`src/rtl/dram_bus_frontend.sv`:
```
// C64 multiplexed DRAM bus front end: synchronises the strobes, latches row/column bytes
// and classifies every bus cycle into clock-aligned events for the SRAM/MMU core.
module dram_bus_frontend #(
    parameter int SYNC_STAGES = 2,
    parameter int TIMEOUT     = 31,
    parameter int PHASE_W     = 4
) (
    input  logic               clock,
    input  logic               reset,
    input  logic [7:0]         maddress,
    input  logic               _ras,
    input  logic               _cas,
    input  logic               _we,
    output logic [15:0]        address,
    output logic               bus_active,
    output logic               cyc_start,
    output logic               cyc_write,
    output logic               cyc_late,
    output logic               cyc_done,
    output logic               cyc_refresh,
    output logic [PHASE_W-1:0] cyc_phase,
    output logic [7:0]         refresh_count,
    output logic               err_timeout
);

    localparam int TMO_W = $clog2(TIMEOUT + 1);

    typedef enum logic [2:0] {
        IDLE,
        ROW,
        ACTIVE,
        CBR,
        PRECHARGE
    } state_t;

    state_t state, state_next;

    logic [SYNC_STAGES-1:0] ras_sync, cas_sync, we_sync;
    logic [7:0]             md_dly [SYNC_STAGES];
    logic                   ras_s, cas_s, we_s;
    logic                   ras_d, cas_d, we_d;
    logic [7:0]             md_s;
    logic                   ras_fall, ras_rise, cas_fall, we_fall;
    logic [TMO_W-1:0]       tmo_cnt;
    logic                   tmo_hit;

    logic ev_row, ev_start, ev_late, ev_done, ev_refresh;

    // Strobe synchronisers plus an equal-depth maddress delay so md_s lines up with strobe edges.
    always_ff @(posedge clock or posedge reset) begin
        if (reset) begin
            // NOTE: non-blocking assignments in every clocked block keep all flops sampling pre-edge values.
            ras_sync <= '1;
            cas_sync <= '1;
            we_sync  <= '1;
            ras_d    <= 1'b1;
            cas_d    <= 1'b1;
            we_d     <= 1'b1;
            // NOTE: the delay line is a handful of flops, not a RAM, so resetting it is cheap and keeps md_s defined.
            for (int i = 0; i < SYNC_STAGES; i++) md_dly[i] <= '0;
        end else begin
            ras_sync <= {ras_sync[SYNC_STAGES-2:0], _ras};
            cas_sync <= {cas_sync[SYNC_STAGES-2:0], _cas};
            we_sync  <= {we_sync[SYNC_STAGES-2:0], _we};
            ras_d    <= ras_s;
            cas_d    <= cas_s;
            we_d     <= we_s;
            md_dly[0] <= maddress;
            for (int i = 1; i < SYNC_STAGES; i++) md_dly[i] <= md_dly[i-1];
        end
    end

    assign ras_s    = ras_sync[SYNC_STAGES-1];
    assign cas_s    = cas_sync[SYNC_STAGES-1];
    assign we_s     = we_sync[SYNC_STAGES-1];
    assign md_s     = md_dly[SYNC_STAGES-1];
    assign ras_fall = ras_d & ~ras_s;
    assign ras_rise = ~ras_d & ras_s;
    assign cas_fall = cas_d & ~cas_s;
    assign we_fall  = we_d & ~we_s;

    assign tmo_hit    = (state != IDLE) && (tmo_cnt == TMO_W'(TIMEOUT));
    assign bus_active = (state == ACTIVE);

    always_ff @(posedge clock or posedge reset) begin
        if (reset) state <= IDLE;
        else       state <= state_next;
    end

    always_comb begin
        // NOTE: default assignment first so no path through the case leaves state_next unassigned (no latch).
        state_next = state;
        case (state)
            IDLE: begin
                if (ras_fall)                state_next = cas_s ? ROW : CBR;
                else if (cas_fall && ras_s)  state_next = CBR;
            end
            ROW: begin
                if (tmo_hit)        state_next = PRECHARGE;
                else if (cas_fall)  state_next = ACTIVE;
                else if (ras_rise)  state_next = IDLE;
            end
            ACTIVE: begin
                if (tmo_hit)             state_next = PRECHARGE;
                else if (ras_s || cas_s) state_next = (ras_s && cas_s) ? IDLE : PRECHARGE;
            end
            CBR: begin
                if (tmo_hit)             state_next = PRECHARGE;
                else if (ras_s && cas_s) state_next = IDLE;
            end
            PRECHARGE: begin
                if (tmo_hit || (ras_s && cas_s)) state_next = IDLE;
            end
            default: state_next = IDLE;
        endcase
    end

    // Event decode; a timeout suppresses every other event in that clock.
    always_comb begin
        ev_row     = (state == IDLE) && ras_fall && cas_s;
        ev_start   = (state == ROW) && !tmo_hit && cas_fall;
        ev_done    = (state == ACTIVE) && !tmo_hit && (ras_s || cas_s);
        ev_late    = (state == ACTIVE) && !tmo_hit && !ev_done && we_fall && !cyc_write;
        ev_refresh = ((state == ROW) && !tmo_hit && !cas_fall && ras_rise)
                   || ((state == IDLE) && ras_fall && !cas_s)
                   || ((state == CBR) && !tmo_hit && ras_fall);
    end

    always_ff @(posedge clock or posedge reset) begin
        if (reset) begin
            tmo_cnt <= '0;
        end else if (state == IDLE || state_next == IDLE || tmo_hit) begin
            tmo_cnt <= '0;
        end else begin
            tmo_cnt <= tmo_cnt + 1'b1;
        end
    end

    always_ff @(posedge clock or posedge reset) begin
        if (reset) begin
            address       <= '0;
            cyc_start     <= 1'b0;
            cyc_write     <= 1'b0;
            cyc_late      <= 1'b0;
            cyc_done      <= 1'b0;
            cyc_refresh   <= 1'b0;
            err_timeout   <= 1'b0;
            cyc_phase     <= '0;
            refresh_count <= '0;
        end else begin
            cyc_start   <= ev_start;
            cyc_late    <= ev_late;
            cyc_done    <= ev_done;
            cyc_refresh <= ev_refresh;
            err_timeout <= tmo_hit;

            if (ev_row) address[7:0] <= md_s;
            if (ev_refresh) refresh_count <= refresh_count + 8'd1;

            // cyc_write survives the cyc_done clock and clears the clock after.
            if (ev_start) begin
                address[15:8] <= md_s;
                cyc_write     <= ~we_s;
                cyc_phase     <= '0;
            end else if (state == ACTIVE) begin
                if (cyc_phase != {PHASE_W{1'b1}}) cyc_phase <= cyc_phase + 1'b1;
                if (tmo_hit)      cyc_write <= 1'b0;
                else if (ev_late) cyc_write <= 1'b1;
            end else begin
                cyc_write <= 1'b0;
            end
        end
    end

endmodule

```
`config.mk`:
```
export PLATFORM = sky130hd
export DESIGN_NAME = dram_bus_frontend
export DESIGN_NICKNAME = d
export VERILOG_FILES = /design/src/rtl/dram_bus_frontend.sv
export SDC_FILE = /design/constraint.sdc
export NUM_CORES = 1
export LEC_CHECK = 0
export CORE_UTILIZATION = 50
export DETAILED_ROUTE_END_ITERATION = 12
export GPL_ROUTABILITY_DRIVEN = 0
export PLACE_DENSITY_LB_ADDON = 0.05
export SLEW_MARGIN = 20
export SYNTH_ARGS = -nofsm -noshare
export SYNTH_HDL_FRONTEND = slang
export SYNTH_SLANG_ARGS = --single-unit
```
`constraint.sdc`:
```
create_clock -name clock -period 3.2 [get_ports clock]
set_clock_uncertainty 0.15 [all_clocks]
set_input_delay 0.64 -clock clock [delete_from_list [all_inputs] [get_ports clock]]
set_output_delay 0.64 -clock clock [all_outputs]
set_load 0.05 [all_outputs]
```
Word-level counts from Yosys, hierarchy flattened. Cells that the tools add are included.

Word-level logic and storage cells: 93. Output and inout port bits: 35. Input port bits: 13. Flip-flop bits (word level): 67.

$add $sub $neg: 3. Bitwise logic cells: 8. Reduce and logical (&&, ||, !) cells: 34. Multiplexer cells: 21. Eq/ne operators: 7.

Operators by type and width (number): $mux W3 (11); $logic_and A1 B1 Y1 (17); $pmux W3 S5 (1); $mux W4 (3); $add A8 B1 Y8 const B (1); $eq A3 B2 Y1 const B (2); $logic_not A3 Y1 (2); $logic_or A1 B1 Y1 (6); $add A5 B1 Y5 const B (1); $eq A5 B5 Y1 const B (1); $logic_not A1 Y1 (5); $mux W5 (1); $add A4 B1 Y4 const B (1); $and A1 B1 Y1 (4); $mux W1 (4); $ne A4 B1 Y1 const B (1); $ne A4 B4 Y1 const B (1); $not A1 Y1 (4); $reduce_bool A2 Y1 (2); $eq A3 B1 Y1 const B (1); $eq A3 B3 Y1 const B (1); $reduce_bool A3 Y1 (1); $mux W2 (1); $reduce_and A2 Y1 (1).

Logic depth before layout (Yosys ltp). Gate-level depths: netlist of the first run.

Word-level depth: 13. Depth in mapped cells: 9. Depth with buffers taken out: 8.

Worst setup path after synthesis of the first run. Ideal clock, no wire load.

Kind: register -> register. From: reg state[0]. To: reg cyc_phase[3]. Cell stages (with the launch flop): 7. Library setup time: 0.072 ns. Data required time: 2.978 ns. Slack: 0.488 ns. Buffers on the path: 1. Arrival time: 2.490 ns. Clock period less this slack: 2.712 ns. Path through: dfrtp_1 > buf_2 > nor3b_1 > and2_1 > nand4_1 > xor2_1 > nor2_1.

Elaborated cells on any way between the ends: 11. Classes of those cells: eq/ne: 2; mux: 1; reduce/logical: 8.

RTL lines: start, declared (line 36) `state_t state, state_next;`; start signal, assigned (line 87) `else state <= state_next;`; $eq A3 B2 Y1; net bus_active (line 15) `output logic bus_active,`; $reduce_bool A2 Y1 (no source line); $reduce_and A2 Y1 (no source line); end signal, assigned (line 166) `if (cyc_phase != {PHASE_W{1'b1}}) cyc_phase <= cyc_phase + 1'b1;`; end, declared (line 21) `output logic [PHASE_W-1:0] cyc_phase,`.

The timed path passes the listed nets, and every way through them passes these cells. A chain may end at the register's enable or synchronous reset.

Final worst setup path of the first run.
From: reg state[1]. To: out bus_active.

Word-level cells in the longest chain between the ends: 1.

Ends and longest elaborated chain: $eq A3 B2 Y1 (line 83) `assign bus_active = (state == ACTIVE);`; end, declared (line 15).

No other way between the ends.

==> results by stage, run 1 <==
Logic synthesis:
- By area the synthesized netlist is led by sky130_fd_sc_hd__dfrtp_1, sky130_fd_sc_hd__dfstp_2, sky130_fd_sc_hd__nand2_1.
- The sequential share of the synthesized area is 66.7%.
- Ranked by instance count, the synthesized netlist is headed by sky130_fd_sc_hd__dfrtp_1, sky130_fd_sc_hd__nand2_1, sky130_fd_sc_hd__nor2_1.
- Among all cell types in the netlist, the one instantiated most often is sky130_fd_sc_hd__dfrtp_1.
- The post-synthesis async set-or-reset flop share is 100%.
- The number of different library cells used by synthesis comes to 35.
- Dividing the synthesized area by the synthesized cell count gives 13.2 µm².
- The number of synthesized register bits is 67.
- The number of enable flip-flop cells after synthesis is 0.
- The cell count after synthesis is 192.
- The post-synthesis cell area is 2530 µm².
- The share of synthesized area in the top cell type comes to 57.4%.
- The number of warnings printed during yosys synthesis is 0.
- The number of nets produced by synthesis is 209.
- The biggest area contributor in the post-synthesis netlist is sky130_fd_sc_hd__dfrtp_1.
- The most used flip-flop cell after synthesis is sky130_fd_sc_hd__dfrtp_1.

Detailed routing:
- Wires add up to 4380 µm.
- The length of the first detailed-routing pass in iterations is 4.
- The total via count in the routed design is 1569.
- The per-cell via count in the routed design is 4.92.
- The first routing iteration left 96 violations.
- The count of nets left with antenna violations after detail routing is 0.
- After detailed routing, the number of remaining DRC violations is 0.
- The average detailed-routed wire length per instance is 13.7 µm.

Die:
- For this design the top-level I/O count stands at 48.
- The floorplan has 25 rows.
- The die width is 73.1 µm.
- The floorplan core area is 4790 µm².
- The die area is 5350 µm².
- For this configuration, the core starts out at a cell density of 52.9%.
- The floorplan die height is 73.1 µm.

Global route:
- The global-route wire length before repair is 7450 µm.
- The global route total overflow is 0.
- The global-route total usage across every layer is 19.5%.
- The via count of the first global-routing pass is 1586.
- The initial antenna violation count came to 0.
- Entering global routing, the biggest net connects 34 pins.

Worst setup path:
- The type of element capturing the critical path is an output pin.
- The endpoint arrival time on the critical path is 2080 ps.
- The sort of element at the start of the critical path is a flip-flop.
- The top fanout value on the critical path is 8.
- The critical path is of the flip-flop to output pin type.
- The required time reported for the critical path endpoint is 2410 ps.
- In this design, the stage delay of the slowest critical-path cell is 870 ps.
- Traced cell by cell, the critical path runs through nor3b_1 -> clkdlybuf4s50_1.
- The largest individual stage delay along the critical path comes from the cell sky130_fd_sc_hd__clkdlybuf4s50_1.

CTS:
- The clock-pin slew of the registers on the worst-case setup and hold paths is 70 ps.
- In this run, post-CTS hold repair placed 0 buffers.
- TritonCTS built the clock tree.
- CTS placed an instance of sky130_fd_sc_hd__clkbuf_8 at the clock tree root.
- Counting along the longest clock path gives a buffer depth of 2.
- The maximum level of the CTS H-tree is 3.
- Post-CTS repair changed the size of 0 cells.
- The clock reaches the later pin of the worst-skew pair after 340 ps.
- Counting every sink on the clock net gives 67.
- In this run, CTS created clock tree buffers numbering 9.
- The number of setup buffers added after CTS is 0.

Placed design:
- Buffers placed on the I/O ports in this run total 47.
- The post-placement setup slack is 639 ps.
- The estimated wirelength of the detail-placed design is 3100 µm.

Timing:
- Setup repair after global routing left no endpoint under its margin.
- For the pin with the worst max-slew slack, the measured transition is 651 ps.
- The number of endpoints with negative hold slack in the final report was 0.
- Setup violations remaining at the end of the flow were counted as 0.
- The maximum achievable frequency is 348 MHz.
- The final total negative setup slack is 0 ps.
- The final count of pins violating max slew is 0.
- In this run the tightest slew margin relative to its limit is 56.5%.
- The worst path meets setup with 330 ps of slack.
- The part of the cycle the worst path needs is 89.7%.
- The post-route minimum period is 2870 ps.

Pwr:
- For this design the static power due to leakage is 1.45 nW.
- VDD sags by at most 0.000658 V.
- The power density over the cells is 1020 nW/µm².

Outcome:
- The flow ran to the end, and the final reports show no timing, DRC or antenna violations.

Layout:
- The post-route netlist has 17.9% of its cells at a drive strength greater than 1.
- 0 antenna diodes ended up in the layout.
- The area added between synthesis and finish is 28.6%.
- The layout net count is 264.

Run:
- The tool flagged a number of max-cap violations equal to 0.

Worst hold path:
- The class of the worst hold path is flip-flop to flip-flop.
==> placed cells by master, fill, tap and decap left out, types with 2 or more instances in the layout <==
cell type	Yosys	routed
sky130_fd_sc_hd__dfrtp_1	58	58
sky130_fd_sc_hd__clkdlybuf4s50_1	0	47
sky130_fd_sc_hd__nand2_1	31	31
sky130_fd_sc_hd__nor2_1	14	14
sky130_fd_sc_hd__clkbuf_8	0	10
sky130_fd_sc_hd__mux2_2	9	9
sky130_fd_sc_hd__dfstp_2	9	9
sky130_fd_sc_hd__xnor2_1	8	8
sky130_fd_sc_hd__inv_1	6	5
sky130_fd_sc_hd__xor2_1	5	5
sky130_fd_sc_hd__nand3_1	5	5
sky130_fd_sc_hd__and3_1	4	4
sky130_fd_sc_hd__nand4_1	4	4
sky130_fd_sc_hd__ha_1	4	4
sky130_fd_sc_hd__nor2b_1	3	3
sky130_fd_sc_hd__nor3_1	3	3
sky130_fd_sc_hd__and2_1	3	3
sky130_fd_sc_hd__clkinv_2	0	3
sky130_fd_sc_hd__a31oi_1	2	2
sky130_fd_sc_hd__nand2b_1	2	2
sky130_fd_sc_hd__a21oi_1	2	2
sky130_fd_sc_hd__o221ai_2	2	2
sky130_fd_sc_hd__buf_4	1	2
==> per-layer routing <==
metal	wire length [µm]	vias to the layer above	GRT usage, %	part of all wire [%]
met3	213	6	5.80	4.9
met5	0	-	0	0
met1	1970	772	26.1	45
li1	-	752	-	-
met4	65	0	9.37	1.5
met2	2130	39	29.0	49
==> report_power, final <==
part / internal (mW) / leakage, nW / switching, mW
Combinational: 0.496 / 0.525 / 0.901
Sequential: 1.05 / 0.823 / 0.183
Clock: 0.377 / 0.0991 / 0.303
==> path summary, 6_finish.rpt <==
| kind | startpoint | endpoint | slack (ps) | cells past startpoint |
|---|---|---|---|---|
| worst max-delay path | state[1] | bus_active | 330 | 2 |
| worst max register to register | tmo_cnt[0] | cyc_write | 660 | 8 |
| min in group asynchronous | reset | md_dly[12] | 560 | 2 |
| worst min-delay path | md_dly[11] | md_s[3] | 200 | 0 |
| max in group asynchronous | reset | cyc_phase[2] | 1650 | 3 |
| worst min register to register | md_dly[11] | md_s[3] | 200 | 0 |
==> cell type report <==
class,instances,area [µm²]
clock buffers,11,141
clock inverters,5,52.6
fillers,356,1530
inverters,6,22.5
multi-input cells,114,779
flip-flops and latches,67,1690
well taps,67,83.8
repair buffers,49,485
==> registers in the layout, indices dropped and copies added, names as in the netlist, 2 cells and up <==
signal	cells
md_dly	8
md_s	8
state	3
tmo_cnt	5
ras_sync	2
cas_sync	2
cyc_phase	4
we_sync	2
refresh_count	8
address	16
==> cells by family (layout without fill, tap and decap cells) <==
group           Yosys count  count (layout)  share of synthesized area, %
compound gates           13              13                          5.39
mux                       9               9                          4.01
flops                    67              67                          66.7
simple gates             75              75                          14.9
buf+inv                  11              71                          2.47
xor+xnor                 13              13                          4.50
fa+ha+maj                 4               4                          1.98
==> stage by stage <==
step | hold slack (ps) | power, mW | instance area (µm²) | cells | util [%]
6_report | 200 | 3.31 | 3250 | 319 | 68.0
5_1_grt | 211 | 3.48 | 3250 | 319 | 68.0
4_1_cts | 201 | 3.34 | 3250 | 319 | 68.0
3_5_place_dp | 186 | 2.65 | 3060 | 303 | 63.9
3_3_place_gp | 182 | 2.61 | 3060 | 303 | 63.9
2_1_floorplan | 181 | 2.21 | 2530 | 192 | -
==> critical path, delay by kind of cell (launching register included) <==
kind | cells | cell delay (ps)
buffers and inverters | 1 | 870
and+or+nand+nor | 1 | 340
DFF | 1 | 530
Power figures use the tool's default switching activity.
==> inputs of run 2 (changes only) <==
--- a/config.mk
+++ b/config.mk
@@ -5,7 +5,8 @@
 export SDC_FILE = /design/constraint.sdc
 export NUM_CORES = 1
 export LEC_CHECK = 0
-export CORE_UTILIZATION = 50
+export CORE_MARGIN = 5
+export CORE_UTILIZATION = 46
 export DETAILED_ROUTE_END_ITERATION = 12
 export GPL_ROUTABILITY_DRIVEN = 0
 export PLACE_DENSITY_LB_ADDON = 0.05
==> constraint.sdc (replaced) <==
create_clock -name clock -period 2.6 [get_ports clock]
set_clock_uncertainty 0.15 [all_clocks]
set_input_delay 0.52 -clock clock [delete_from_list [all_inputs] [get_ports clock]]
set_output_delay 0.52 -clock clock [all_outputs]
set_load 0.05 [all_outputs]
==> results by stage, run 2 (same netlist as run 1, synthesis figures left out) <==
Outcome:
- The run finished with clean final reports.

Die:
- The die area is 7080 µm² (+32%).
- The floorplan die height came to 84.2 µm (+15%).
- The floorplan core area is 5440 µm² (+14%).
- The die width is 84.2 µm (+15%).
- The number of rows created at floorplan was 27 (+8.0%).
- The top-level port count came to 48 (unchanged).
- The initial cell density of the core is 46.5% (-6.3 points).

Detailed routing:
- The average detailed-routed wire length per instance is 14.2 µm (+3.8%).
- The count of nets left with antenna violations after detail routing came to 0 (unchanged).
- The per-cell via count in the routed design is 4.85 (-1.3%).
- The violation count after the first detailed-route iteration came to 67 (-30%).
- The length of the first detailed-routing pass in iterations came to 5 (+1).
- The wire length reported by the detailed router is 4630 µm (+5.8%).
- The count of unresolved DRC violations after routing is 0 (unchanged).
- The total via count in the routed design came to 1577 (+0.51%).

Timing:
- Based on the critical path, the design can be clocked at up to 415 MHz.
- The post-route minimum period is 2410 ps.
- The final total negative setup slack is 0 ps (unchanged).
- The number of endpoints with negative hold slack in the final report is 0 (unchanged).
- In the finished design, the share of the clock period the worst path needs comes to 92.6%.
- Setup repair after global routing left no endpoint under its margin.
- The actual slew at the worst max-slew pin is 527 ps (-124 ps).
- The final count of pins violating max slew was 0 (unchanged).
- The count of endpoints failing setup in the final report is 0 (unchanged).
- The headroom to the max-slew limit was 64.8% (+8.3 points).
- The worst setup margin is 193 ps (-137 ps).

Placed design:
- The count of input and output buffers came to 47 (unchanged).
- The estimated wirelength of the detail-placed design is 3330 µm (+7.3%).
- The post-placement setup slack is 143 ps (-496 ps).

Global route:
- The via count of the first global-routing pass was 1646 (+3.8%).
- The met1 usage in global routing is 16.6% (-9.5 points).
- The peak-usage layer in the global routing report is met2.
- The global route total overflow is 0 (unchanged).
- The initial antenna violation count is 0 (unchanged).
- The global-route total usage across every layer is 14.3% (-5.1 points).
- The routing usage on met3 was 4.12% (-1.7 points).
- The global-route wire length before repair is 7810 µm (+4.8%).
- The routing usage on met2 is 23.7% (-5.3 points).
- The pin count of the biggest net entering global routing came to 52 (+53%).

Layout:
- The fraction of final layout cells sized beyond drive strength 1 is 19.4% (+1.5 points).
- The flip-flop count of the largest register after layout is 16 (unchanged).
- Leaving out fill and tap cells, the most frequent cells in the layout are sky130_fd_sc_hd__dfrtp_1, sky130_fd_sc_hd__clkdlybuf4s50_1, sky130_fd_sc_hd__nand2_1, sky130_fd_sc_hd__nor2_1.
- The final standard cell utilization of the core was 61.2% (-6.8 points).
- The layout net count was 265 (+0.38%).
- The library cell used most frequently in the layout, excluding fill and tap cells, is sky130_fd_sc_hd__dfrtp_1.
- The area added between synthesis and finish is 31.6%.
- Counting flops per register, the top entry is address.
- The number of filler cells placed in the layout is 441 (+24%).
- The number of diodes is 0 (unchanged).

Worst setup path:
- The endpoint arrival time on the critical path is 2480 ps (+400 ps).
- The stage delay of the slowest cell on the critical path came to 400 ps (-470 ps).
- The worst setup path is launched from a flip-flop.
- In this design, the critical path's most frequently occurring cell is sky130_fd_sc_hd__ha_1.
- The worst setup path is of the flip-flop to flip-flop kind.
- The critical path goes through ha_1 -> and3_1 -> ha_1 -> nor4b_4 -> o21ai_2 -> o22ai_4 -> mux2_2.
- The top fanout value on the critical path was 9 (+1).
- The worst reg-to-reg path cell count is 7 (-1).
- In this run the critical register-to-register path is launched from tmo_cnt[0].
- The required time reported for the critical path endpoint is 2670 ps (+260 ps).
- The minimum setup slack among reg-to-reg paths is 190 ps (-470 ps).
- In this run the critical register-to-register path is captured at refresh_count[1].
- The critical path's slowest cell is sky130_fd_sc_hd__dfrtp_1.
- The type of element capturing the critical path is a flip-flop.

Worst hold path:
- The beginning of the worst hold path is md_dly[15].
- The path with the worst hold slack has its endpoint at md_s[7].
- The worst hold path depth is 0 (unchanged).
- The class of the worst hold path is flip-flop to flip-flop.

CTS:
- The post-cts repair resize count came to 0 (unchanged).
- The clock tree from TritonCTS is yes.
- The cell sitting at the root of the clock tree is a sky130_fd_sc_hd__clkbuf_8.
- The maximum level of the CTS H-tree is 3 (unchanged).
- The source-to-sink clock delay at the later pin of the worst-skew pair came to 330 ps (about the same).
- The number of buffers added for setup after CTS came to 0 (unchanged).
- The number of clock sinks seen by CTS is 67 (unchanged).
- The number of hold buffers added after cts came to 0 (unchanged).
- The deepest clock path buffer count is 2 (unchanged).
- The clock-pin slew of the registers on the worst-case setup and hold paths came to 70 ps (about the same).
- The number of buffers inserted during clock tree synthesis is 9 (unchanged).

Pwr:
- The largest vdd supply drop is 0.000852 V (+30%).
- The power density over the cells came to 1280 nW/µm² (+26%).
- The cell leakage power is 1.48 nW (+2.3%).

Run:
- The max capacitance violation total is 0 (unchanged).
-- run 2: through the flow --
step	hold WS [ps]	cell area, µm²	cells	total power [mW]
finish	200	3330	325	4.26
global route	205	3330	325	4.48
CTS	200	3330	325	4.32
detailed placement	185	3090	309	3.28
global placement	182	3090	309	3.23
floorplan	181	2530	192	2.73
-- run 2: worst max path at each step --
stage,start,end,cells past startpoint
final,tmo_cnt[0],refresh_count[1],7
after global routing,tmo_cnt[0],refresh_count[1],7
after floorplan,reset,address[0],1
after CTS,tmo_cnt[0],refresh_count[1],7
after detailed placement,tmo_cnt[0],refresh_count[1],7
after global placement,tmo_cnt[0],refresh_count[1],7
-- run 2: metal layers --
metal | part of all wire [%] | vias up
met5 | 0 | -
met4 | 1.5 | 0
met3 | 4.8 | 5
met2 | 53 | 47
met1 | 41 | 768
li1 | - | 757
-- run 2: cell type report --
cell class	instances	area (µm²)	share of cell area (%)
Inverter	6	22.5	0.677
Multi-Input combinational cell	114	785	23.6
Timing Repair Buffer	50	503	15.1
Clock inverter	7	116	3.50
Clock buffer	9	124	3.72
Sequential cell	67	1690	50.7
Tap cell	72	90.1	2.71
-- run 2: power breakdown --
| group | switching [mW] | internal, mW |
|---|---|---|
| sequential | 0.223 | 1.29 |
| clock | 0.377 | 0.635 |
| combinational | 1.11 | 0.618 |
-- run 2: critical path, delay by kind of cell (launching register included) --
kind,cells,cell delay [ps]
AO/OA/AOI/OAI,2,370
adder cells (fa/ha/maj),2,490
flip-flops,1,400
multiplexers,1,370
AND/OR/NAND/NOR,2,520
==> inputs of run 3 (changes only) <==
--- a/config.mk
+++ b/config.mk
@@ -5,10 +5,13 @@
 export SDC_FILE = /design/constraint.sdc
 export NUM_CORES = 1
 export LEC_CHECK = 0
+export CELL_PAD_IN_SITES_DETAIL_PLACEMENT = 2
+export CELL_PAD_IN_SITES_GLOBAL_PLACEMENT = 2
 export CORE_MARGIN = 5
-export CORE_UTILIZATION = 46
+export CORE_UTILIZATION = 31
 export DETAILED_ROUTE_END_ITERATION = 12
 export GPL_ROUTABILITY_DRIVEN = 0
+export HOLD_SLACK_MARGIN = 0.06
 export PLACE_DENSITY_LB_ADDON = 0.05
 export SLEW_MARGIN = 20
 export SYNTH_ARGS = -nofsm -noshare
==> results by stage, run 3 (same netlist as run 1, synthesis figures left out) <==
Global route:
- The via count of the first global-routing pass is 1909 (+16%).
- The global-route total usage across every layer was 12.7% (-1.6 points).
- The routing usage on met3 is 3.82% (-0.30 points).
- The routing usage on met2 is 21.2% (-2.6 points).
- The pin count of the biggest net entering global routing is 52 (unchanged).
- The peak-usage layer in the global routing report is met2.
- The global route total overflow is 0 (unchanged).
- The initial antenna violation count is 0 (unchanged).
- The met1 usage in global routing was 14.6% (-2.0 points).
- The global-route wire length before repair came to 9570 µm (+23%).

Die:
- The floorplan die height is 100 µm (+19%).
- The top-level port count is 48 (unchanged).
- The initial cell density of the core is 31.3% (-15 points).
- The number of rows created at floorplan is 33 (+22%).
- The die width came to 100 µm (+19%).
- The floorplan core area is 8090 µm² (+49%).
- The die area is 10100 µm² (+42%).

CTS:
- The clock tree from TritonCTS is yes.
- The number of hold buffers added after cts came to 0 (unchanged).
- The post-cts repair resize count is 0 (unchanged).
- The maximum level of the CTS H-tree is 3 (unchanged).
- The deepest clock path buffer count is 2 (unchanged).
- The clock-pin slew of the registers on the worst-case setup and hold paths is 70 ps (about the same).
- The number of clock sinks seen by CTS is 67 (unchanged).
- The source-to-sink clock delay at the later pin of the worst-skew pair was 330 ps (about the same).
- In this run the clock root is driven by a sky130_fd_sc_hd__clkbuf_8.
- The number of buffers added for setup after CTS is 0 (unchanged).
- The number of buffers inserted during clock tree synthesis is 9 (unchanged).

Worst setup path:
- The sort of element at the start of the critical path is a flip-flop.
- The endpoint arrival time on the critical path is 2570 ps (+90 ps).
- The type of element capturing the critical path is a flip-flop.
- The required time reported for the critical path endpoint is 2670 ps (about the same).
- The critical path class is flip-flop to flip-flop.
- The top fanout value on the critical path is 9 (unchanged).

Worst hold path:
- The class of the worst hold path is flip-flop to flip-flop.

Pwr:
- The power density over the cells is 1230 nW/µm² (-4.1%).
- The cell leakage power is 1.45 nW (-2.1%).
- The largest vdd supply drop came to 0.000456 V (-46%).

Detailed routing:
- The count of unresolved DRC violations after routing is 0 (unchanged).
- The length of the first detailed-routing pass in iterations is 4 (-1).
- The violation count after the first detailed-route iteration came to 17 (-75%).
- The average detailed-routed wire length per instance was 15.8 µm (+11%).
- The per-cell via count in the routed design came to 4.51 (-7.1%).
- The count of nets left with antenna violations after detail routing is 0 (unchanged).
- The wire length reported by the detailed router is 5670 µm (+22%).
- The total via count in the routed design came to 1614 (+2.3%).

Layout:
- The fraction of final layout cells sized beyond drive strength 1 is 19.0% (-0.40 points).
- In the layout the commonest cells are sky130_fd_sc_hd__dfrtp_1, sky130_fd_sc_hd__clkdlybuf4s50_1, sky130_fd_sc_hd__nand2_1, sky130_fd_sc_hd__nor2_1, sky130_fd_sc_hd__clkbuf_8.
- The layout net count is 265 (unchanged).
- The leading cell type in the layout, fill and taps excluded is sky130_fd_sc_hd__dfrtp_1.
- The flip-flop count of the largest register after layout is 16 (unchanged).
- The area growth from synthesis to layout is 30.8%.
- The number of diodes is 0 (unchanged).
- The final standard cell utilization of the core is 40.9% (-20 points).
- More flip-flops sit in one register than any other, and that register is address.

Timing:
- The number of endpoints with negative hold slack in the final report came to 0 (unchanged).
- The post-route minimum period came to 2500 ps (+93.7 ps).
- The final count of pins violating max slew was 0 (unchanged).
- The maximum achievable frequency was 400 MHz (-3.7%).
- The final total negative setup slack was 0 ps (unchanged).
- Setup repair after global routing left no endpoint under its margin.
- The actual slew at the worst max-slew pin is 545 ps (+17.9 ps).
- The worst setup margin is 99.2 ps (-93.7 ps).
- The count of endpoints failing setup in the final report is 0 (unchanged).
- The final hold slack is 206 ps (+6.79 ps).
- The part of the cycle the worst path needs is 96.2% (+3.6 points).
- The headroom to the max-slew limit is 63.4% (-1.4 points).

Run:
- The max capacitance violation total is 0 (unchanged).

Placed design:
- The count of input and output buffers is 47 (unchanged).
- The estimated wirelength of the detail-placed design is 4140 µm (+24%).
- The post-placement setup slack came to 86.9 ps (-56.4 ps).

Outcome:
- The flow ran to the end, and the final reports show no timing, DRC or antenna violations.
-- run 3: changes by cell type in the layout (fill, tap and decap cells not counted) --
cell / before / now
sky130_fd_sc_hd__clkbuf_8: 9 / 11
sky130_fd_sc_hd__clkinv_4: 1 / 0
sky130_fd_sc_hd__bufinv_16: 3 / 0
sky130_fd_sc_hd__clkinvlp_4: 1 / 2
sky130_fd_sc_hd__clkbuf_1: 0 / 1
-- run 3: per-stage QoR --
stage	std cells	area (µm²)	power (mW)
2_1_floorplan	192	2530	2.73
3_3_place_gp	342	3130	3.26
3_5_place_dp	342	3130	3.33
4_1_cts	358	3310	4.14
5_1_grt	358	3310	4.31
6_report	358	3310	4.06
-- run 3: critical path: stages (launching register included) --
cell                      delay [ps]
sky130_fd_sc_hd__dfrtp_1         400
sky130_fd_sc_hd__ha_1            230
sky130_fd_sc_hd__and3_1          190
sky130_fd_sc_hd__ha_1            260
sky130_fd_sc_hd__nor4b_4         330
sky130_fd_sc_hd__o21ai_2         140
sky130_fd_sc_hd__o22ai_4         300
sky130_fd_sc_hd__mux2_2          390
-- run 3: power breakdown --
part	internal, mW	switching [mW]
combinational	0.618	1.14
clock	0.395	0.381
sequential	1.29	0.236
total	2.31	1.75
-- run 3: worst paths after layout --
| check | startpoint | endpoint | slack [ps] | depth (start not counted) |
|---|---|---|---|---|
| max in group asynchronous | reset | we_d | 1330 | 3 |
| worst max register to register | tmo_cnt[0] | refresh_count[1] | 100 | 7 |
| worst min-delay path | ras_sync[0] | ras_sync[1] | 210 | 0 |
| worst min register to register | ras_sync[0] | ras_sync[1] | 210 | 0 |
| worst max-delay path | tmo_cnt[0] | refresh_count[1] | 100 | 7 |
| min in group asynchronous | reset | refresh_count[4] | 330 | 2 |
-- run 3: cell type report --
type | instances | area, µm²
Clock inverter | 4 | 25.0
Tap cell | 105 | 131
Multi-Input combinational cell | 114 | 785
Sequential cell | 67 | 1690
Inverter | 6 | 22.5
Clock buffer | 12 | 155
Fill cell | 850 | 4780
Timing Repair Buffer | 50 | 503
-- run 3: routing by layer --
| metal | vias to the layer above | wire length [µm] |
|---|---|---|
| li1 | 748 | - |
| met1 | 826 | 2350 |
| met2 | 31 | 2960 |
| met3 | 9 | 226 |
| met4 | 0 | 132 |
| met5 | - | 0 |
